`config.mk`:
```
export PLATFORM = sky130hd
export DESIGN_NAME = alu_arbiter
export DESIGN_NICKNAME = d
export VERILOG_FILES = /design/src/rtl/alu_arbiter_pkg.sv /design/src/rtl/alu_arbiter_rr.sv /design/src/rtl/alu_arbiter.sv
export SDC_FILE = /design/constraint.sdc
export NUM_CORES = 1
export LEC_CHECK = 0
export ABC_AREA = 1
export CAP_MARGIN = 30
export CORE_ASPECT_RATIO = 0.7
export CORE_MARGIN = 2
export CORE_UTILIZATION = 40
export CTS_BUF_LIST = sky130_fd_sc_hd__clkbuf_2
export CTS_CLUSTER_SIZE = 20
export DETAILED_ROUTE_END_ITERATION = 8
export GPL_TIMING_DRIVEN = 0
export HOLD_SLACK_MARGIN = 0.1
export PLACE_DENSITY_LB_ADDON = 0.08
export SLEW_MARGIN = 30
export SYNTH_ARGS = -nofsm -noshare
export SYNTH_HDL_FRONTEND = slang
export SYNTH_HIERARCHICAL = 1
export SYNTH_SLANG_ARGS = --single-unit
```
`constraint.sdc`:
```
create_clock -name clk -period 3.1 [get_ports clk]
set_clock_uncertainty 0.1 [all_clocks]
set_input_delay 0.465 -clock clk [delete_from_list [all_inputs] [get_ports clk]]
set_output_delay 0.465 -clock clk [all_outputs]
set_load 0.05 [all_outputs]
```
`src/rtl/alu_arbiter_pkg.sv`:
```
// Shared constants for the ALU arbiter: FSM state encoding and the ALU fun3/fun7 codes.
package alu_arbiter_pkg;

  typedef enum logic [1:0] {
    ARB_IDLE  = 2'd0,
    ARB_ISSUE = 2'd1,
    ARB_WAIT  = 2'd2,
    ARB_RESP  = 2'd3
  } arb_state_t;

  localparam logic [2:0] ALU_ADDSUB = 3'b000;
  localparam logic [2:0] ALU_SLL    = 3'b001;
  localparam logic [2:0] ALU_SLT    = 3'b010;
  localparam logic [2:0] ALU_SLTU   = 3'b011;
  localparam logic [2:0] ALU_XOR    = 3'b100;
  localparam logic [2:0] ALU_SR     = 3'b101;
  localparam logic [2:0] ALU_OR     = 3'b110;
  localparam logic [2:0] ALU_AND    = 3'b111;

  localparam logic [6:0] FUN7_SUB   = 7'h20;

endpackage

```
`src/rtl/alu_arbiter_rr.sv`:
```
// Combinational round-robin picker: first set req bit at or after (last+1) mod NUM_REQ.
module rr_arbiter #(
  parameter int NUM_REQ = 2,
  parameter int IW      = 1
) (
  input  logic [NUM_REQ-1:0] req,
  input  logic [IW-1:0]      last,
  output logic [IW-1:0]      grant,
  output logic               any_grant
);

  logic [IW-1:0] idx;

  // Walk from the farthest candidate to the nearest so the nearest valid one wins.
  always_comb begin
    grant     = '0;
    any_grant = 1'b0;
    idx       = '0;
    for (int k = NUM_REQ; k >= 1; k--) begin
      idx = IW'((int'(last) + k) % NUM_REQ);
      if (req[idx]) begin
        grant     = idx;
        any_grant = 1'b1;
      end
    end
  end

endmodule

```
`src/rtl/alu_arbiter.sv`:
```
// Round-robin sharing of one ALU between NUM_REQ requesters, one op in flight.
// Optional WAIT timeout abort enabled by the ALU_ARB_TIMEOUT_EN macro.
module alu_arbiter
  import alu_arbiter_pkg::*;
#(
  parameter int NUM_REQ = 2,
  parameter int TIMEOUT = 16
) (
  input  logic                  clk,
  input  logic                  reset_n,
  input  logic [NUM_REQ-1:0]    req_valid,
  output logic [NUM_REQ-1:0]    req_ready,
  input  logic [NUM_REQ*7-1:0]  req_fun7,
  input  logic [NUM_REQ*3-1:0]  req_fun3,
  input  logic [NUM_REQ*32-1:0] req_rs1,
  input  logic [NUM_REQ*32-1:0] req_rs2,
  output logic [NUM_REQ-1:0]    resp_valid,
  input  logic [NUM_REQ-1:0]    resp_ready,
  output logic [31:0]           resp_res,
  output logic                  resp_zero,
  output logic                  resp_neg,
  output logic                  resp_err,
  output logic                  alu_start,
  output logic [6:0]            alu_fun7,
  output logic [2:0]            alu_fun3,
  output logic [31:0]           alu_rs1,
  output logic [31:0]           alu_rs2,
  input  logic [31:0]           alu_res,
  input  logic                  alu_done
);

  localparam int IW = (NUM_REQ > 1) ? $clog2(NUM_REQ) : 1;
  localparam bit CFG_OK = (NUM_REQ >= 2) && (NUM_REQ <= 4) && (TIMEOUT >= 1);

  // Elaboration stops on an unsupported configuration.
  if (!CFG_OK) begin : g_cfg_bad
    alu_arbiter_bad_config u_bad_config ();
  end

  arb_state_t    state;
  logic [IW-1:0] last_grant;
  logic [IW-1:0] grant;
  logic [IW-1:0] pick;
  logic          any_grant;

  rr_arbiter #(.NUM_REQ(NUM_REQ), .IW(IW)) u_rr (
    .req       (req_valid),
    .last      (last_grant),
    .grant     (pick),
    .any_grant (any_grant)
  );

  // Acceptance is combinational in IDLE; held low during reset so every output is 0.
  always_comb begin
    req_ready = '0;
    if (reset_n && state == ARB_IDLE && any_grant) req_ready[pick] = 1'b1;
  end

`ifdef ALU_ARB_TIMEOUT_EN
  localparam int TW = $clog2(TIMEOUT + 1);
  logic [TW-1:0] to_cnt;
`else
  assign resp_err = 1'b0;
`endif

  always_ff @(posedge clk or negedge reset_n) begin
    if (!reset_n) begin
      state      <= ARB_IDLE;
      last_grant <= IW'(NUM_REQ - 1);
      grant      <= '0;
      alu_start  <= 1'b0;
      alu_fun7   <= '0;
      alu_fun3   <= '0;
      alu_rs1    <= '0;
      alu_rs2    <= '0;
      resp_valid <= '0;
      resp_res   <= '0;
      resp_zero  <= 1'b0;
      resp_neg   <= 1'b0;
`ifdef ALU_ARB_TIMEOUT_EN
      resp_err   <= 1'b0;
      to_cnt     <= '0;
`endif
    end else begin
      alu_start <= 1'b0;
      case (state)
        ARB_IDLE: begin
          if (any_grant) begin
            grant     <= pick;
            alu_fun7  <= req_fun7[7*pick +: 7];
            alu_fun3  <= req_fun3[3*pick +: 3];
            alu_rs1   <= req_rs1[32*pick +: 32];
            alu_rs2   <= req_rs2[32*pick +: 32];
            alu_start <= 1'b1;
            state     <= ARB_ISSUE;
          end
        end
        ARB_ISSUE: begin
          state <= ARB_WAIT;
`ifdef ALU_ARB_TIMEOUT_EN
          to_cnt <= '0;
`endif
        end
        ARB_WAIT: begin
          if (alu_done) begin
            resp_res   <= alu_res;
            resp_zero  <= (alu_res == 32'd0);
            resp_neg   <= alu_res[31];
            resp_valid <= NUM_REQ'(1) << grant;
            state      <= ARB_RESP;
          end
`ifdef ALU_ARB_TIMEOUT_EN
          // A done arriving on the last allowed cycle takes the branch above.
          else if (to_cnt == TW'(TIMEOUT - 1)) begin
            resp_res   <= '0;
            resp_zero  <= 1'b1;
            resp_neg   <= 1'b0;
            resp_err   <= 1'b1;
            resp_valid <= NUM_REQ'(1) << grant;
            state      <= ARB_RESP;
          end else begin
            to_cnt <= to_cnt + 1'b1;
          end
`endif
        end
        ARB_RESP: begin
          if (resp_ready[grant]) begin
            last_grant <= grant;
            resp_valid <= '0;
            state      <= ARB_IDLE;
`ifdef ALU_ARB_TIMEOUT_EN
            resp_err   <= 1'b0;
`endif
          end
        end
        default: state <= ARB_IDLE;
      endcase
    end
  end

endmodule

```
### Word-level counts from Yosys, hierarchy flattened

Index checks and enable logic that the tools add are counted.

* add/sub/neg operators: 2
* $mul: 2
* $lt $le $gt $ge: 5
* equal/unequal tests: 6
* shift operators: 5
* mux-type cells: 21
* reduce and logical (&&, ||, !) cells: 11

Operator list (count)
* indexed part select 64 x 7 -> 32 bit: 2
* logical NOT 32 bit: 1
* indexed part select 14 x 5 -> 7 bit: 1
* 2-to-1 mux 1 bit: 13
* 2-to-1 mux 2 bit: 5
* < comparator 1 x 2 -> 1 bit, second input constant: 4
* case mux 2 bit (4 select lines): 1
* != test 2 bit, second input constant: 3
* AND reduction 2 bit: 3
* AND reduction 3 bit: 2
* indexed part select 6 x 4 -> 3 bit: 1
* equality test 2 bit, second input constant: 2
* multiplier 3 x 1 -> 4 bit, first input constant: 1
* case mux 2 bit (2 select lines): 1
* logical AND 1 bit: 3
* multiplier 2 x 1 -> 3 bit, first input constant: 1
* adder 1 bit, second input constant: 2
* equality test 2 x 1 -> 1 bit, second input constant: 1
* logical NOT 2 bit: 1
* nonzero test 2 bit: 1
* left shift 1 x 1 -> 2 bit, first input constant: 1
* demux 1 bit (select 1 bit): 1
* >= comparator 1 bit, second input constant: 1

* flip-flop bits (word level): 115
* input bits: 187
* output and inout port bits: 114

### Depth between registers and ports, before layout

* depth in word-level cells: 10
* depth in mapped cells: 8
* depth with buffers taken out: 8

### Modules after synthesis

The synthesis kept the hierarchy.

By module, submodules not included
* alu_arbiter: instances 1, cells each 622, area an instance 5137.4 um2, sequential area each 2854.0 um2
* rr_arbiter: instances 1, cells each 3, area an instance 15.0 um2, sequential area each 0.0 um2

### Worst setup path after synthesis

Ideal clock, no wire load.

* kind: register to output
* from: register state[0]
* to: output port req_ready[0]
* arrival: 1.968 ns
* data required time: 2.535 ns
* path slack: 0.567 ns
* cell stages (with the launch flop): 6
* path buffers: 1
* cell sequence: dfrtp_1 inv_1 ha_1 nand2_2 clkbuf_1 nor3_1

* word-level cells in the longest chain between the ends: 4

RTL lines
* start, declared: RTL line alu_arbiter.sv:40 `arb_state_t state;`
* start signal, assigned: RTL line alu_arbiter.sv:68 `state <= ARB_IDLE;`
* start signal, assigned: RTL line alu_arbiter.sv:95 `state <= ARB_ISSUE;`
* start signal, assigned: RTL line alu_arbiter.sv:99 `state <= ARB_WAIT;`
* logical NOT 2 bit: RTL line alu_arbiter.sv:56 `if (reset_n && state == ARB_IDLE && any_grant) req_ready[pick] = 1'b1;`
* logical AND 1 bit (2 in a row): RTL line alu_arbiter.sv:56
* 2-to-1 mux 2 bit: RTL line alu_arbiter.sv:56
* end, declared: RTL line alu_arbiter.sv:12 `output logic [NUM_REQ-1:0] req_ready,`

Every way passes these cells.

### Worst setup path after layout

* from: input port reset_n
* to: output port req_ready[0]

* word-level cells in the longest chain between the ends: 3

RTL lines
* start, declared: RTL line alu_arbiter.sv:10 `input logic reset_n,`
* logical AND 1 bit (2 in a row): RTL line alu_arbiter.sv:56
* 2-to-1 mux 2 bit: RTL line alu_arbiter.sv:56

Every way passes these cells.

==> results.yml <==
critical_path:
  crit_family: "buffers and inverters"
  crit_path_start: "reset_n"
  crit_fanout: 115
  worstPathCellList: "dlygate4sd3_1 -> buf_8 -> buf_16 -> inv_1 -> nor3_1 -> clkdlybuf4s15_2"
  worstSetupStartpointType: "input pin"
  worst-path-buf-inv: 5
  arrival_ns: 2.34
  cp.required_ns: 2.53
  cp_slowest_cell: "dlygate4sd3_1"
  critical_path_class: "in -> out"
  critPathMaxStageDelay_ns: 0.57
  crit_path_end_kind: "primary output"
  rr_startpoint: "state[0]"
layout:
  utilization_pct: 69.5
  nNetsFinal: 1136
  final_common_cell: "clkdlybuf4s50_1"
  final_cell_mix: "296 x clkdlybuf4s50_1, 178 x nand2_1, 149 x a21oi_1"
  drive_above_1_share_pct: 8.14
  syn2layout_area_growth_pct: 68.6
  diodes: 0
  post-route-cell-area_um2: 8690
die:
  core_um2: 12500
  dieArea_um2: 13800
  start_util_pct: 41.2
  dieHeight_um: 99.0
  row_count: 34
  boundaryPins: 301
  fp.dieW_um: 140
route:
  wl_um: 17900
  drc: 0
  first_pass_iters: 4
  via_count: 5521
  first_iter_violations: 228
  vias_per_cell: 4.93
  routedWlPerCell_um: 16.0
  postRouteAntennaNets: 0
power:
  total_power_uw: 9920
  p_switching_uw: 5060
  internal_power_uw: 4850
  p_per_area_nw_per_um2: 1140
  p_sw_share_pct: 51.1
  seq_power_share_pct: 26.2
  p_comb_share_pct: 61.6
  power.leakage_uw: 0.00385
  clkPwrFrac_pct: 12.2
  worst_ir_drop_vdd_mv: 0.765
global_route:
  track_usage_pct: 25.6
  antenna_found_initial: 0
  grt_overflow_total: 0
  grt_max_degree: 67
  grt_pass1_wl_um: 28000
  first_global_vias: 5528
sta:
  fmax_mhz: 345
  fin_crit_ns: 2.90
  rsz0062_at_grt: "no"
  tightest_slew_ns: 0.560
  hold_viol_final: 0
  setup_viol: 0
  hold_ws_ns: 0.227
  worst_slack_ns: 0.199
  relSlewSlack_pct: 62.6
  slew_viol_final: 0
  fin_crit_sh_pct: 93.6
logic_synthesis:
  yosysSeqAreaShare_pct: 55.4
  syn_area_um2: 5150
  synth_ff_type: "dfrtp_1"
  syn-num-nets: 816
  yosys_warnings: 6
  ys_ff_latch: 114
  netlist_instances: 625
  synth_edf_count: 0
  avgSynthCellArea_um2: 8.24
  async_flop_share_pct: 100
  synth_cell_types: 24
status:
  status: "finished clean"
clocking:
  clk_pin_slew_ns: 0.20
  cts_sinks: 114
  cts_made_buffers: 17
  cts_tree: "yes"
  clock_path_buffers: 2
  cts_max_level: 4
  cts_root_buffer: "clkbuf_2"
  clkLatencyLatePin_ns: 0.64
hold_path:
  min_from: "req_rs2[62]"
  worst_hold_path_type: "in -> reg"
place:
  pre_cts_ws_ns: 0.0393
  place_congestion: 0.855
  place_hpwl_um: 13600
  place_area_um2: 8380
  port_buffers: 299
run:
  drv_cap: 0
==> through the flow <==
step           instances  setup TNS, ns
3_3_place_gp        1086        -345.11
6_report            1120              0
3_5_place_dp        1087              0
5_1_grt             1120              0
4_1_cts             1121              0
2_1_floorplan        625              0
==> path summary, 6_finish.rpt <==
kind | end | slack [ns] | cells past startpoint
min in group asynchronous | alu_rs1[31] | 0.31 | 3
worst min-delay path | alu_rs2[30] | 0.23 | 3
worst min register to register | resp_res[25] | 0.40 | 2
worst max register to register | alu_rs2[15] | 1.42 | 7
max in group asynchronous | alu_rs1[0] | 2.15 | 3
worst max-delay path | req_ready[0] | 0.20 | 6
==> layer usage <==
metal | share of wire (%) | GRT usage, % | up-vias
met5 | 0 | 0 | -
met1 | 40 | 31.4 | 2589
li1 | - | - | 2654
met4 | 3.0 | 9.77 | 0
met2 | 48 | 42.8 | 238
met3 | 8.5 | 8.07 | 40
==> tightest hold or removal path, cell delays in order <==
cell             delay [ns]
clkdlybuf4s50_1        0.40
nand2_1                0.06
a21oi_1                0.06
==> power groups by stage <==
stage / clock [uW] / sequential (uW) / combinational [uW]
3_3_place_gp: 0 / 2600 / 6020
6_report: 1210 / 2600 / 6110
2_1_floorplan: 0 / 5030 / 1480
3_5_place_dp: 0 / 2630 / 6130
5_1_grt: 1300 / 2680 / 6450
4_1_cts: 1240 / 2600 / 6150
==> cell type report <==
class / count / area [um2]
fillers: 959 / 3820
repair buffers: 301 / 3030
inverters: 19 / 72.6
plain buffers: 41 / 268
clock inverters: 15 / 215
clock buffers: 17 / 85.1
flip-flops and latches: 114 / 2850
well taps: 162 / 203
multi-input cells: 451 / 1960
==> timing repair <==
action / CTS / global route
resized for setup: 5 / 2
hold endpoints to repair: 113 / 0
endpoints found under the setup margin: 2 / 2
hold buffers: 2 / 0
buffers inserted: 0 / 0
gates cloned: 0 / 0
==> synthesized netlist by cell type (3+ instances only) <==
cell	number	area share, %
nor2_1	96	7.0
buf_6	4	0.87
o21ai_0	9	0.87
ha_1	4	0.97
inv_1	16	1.2
clkbuf_1	4	0.29
buf_4	17	2.5
nand3_1	3	0.29
nand2_1	178	13
buf_2	16	1.6
dfrtp_1	113	55
a21oi_1	149	14
==> registers in the layout, indices dropped and copies added (netlist names) <==
name	flops
alu_rs1	32
resp_valid	2
alu_rs2	32
grant	1
state	2
last_grant	1
alu_start	1
resp_res	32
resp_zero	1
alu_fun7	7
alu_fun3	3
==> logic make-up after synthesis <==
family,after synthesis,share of synthesized area (%)
AND/OR/NAND/NOR,285,21.2
AO/OA/AOI/OAI,161,15.8
flip-flops,114,55.4
buffers and inverters,60,6.61
adder cells (fa/ha/maj),4,0.971
other,1,0.0728
Power figures use the tool's default switching activity.
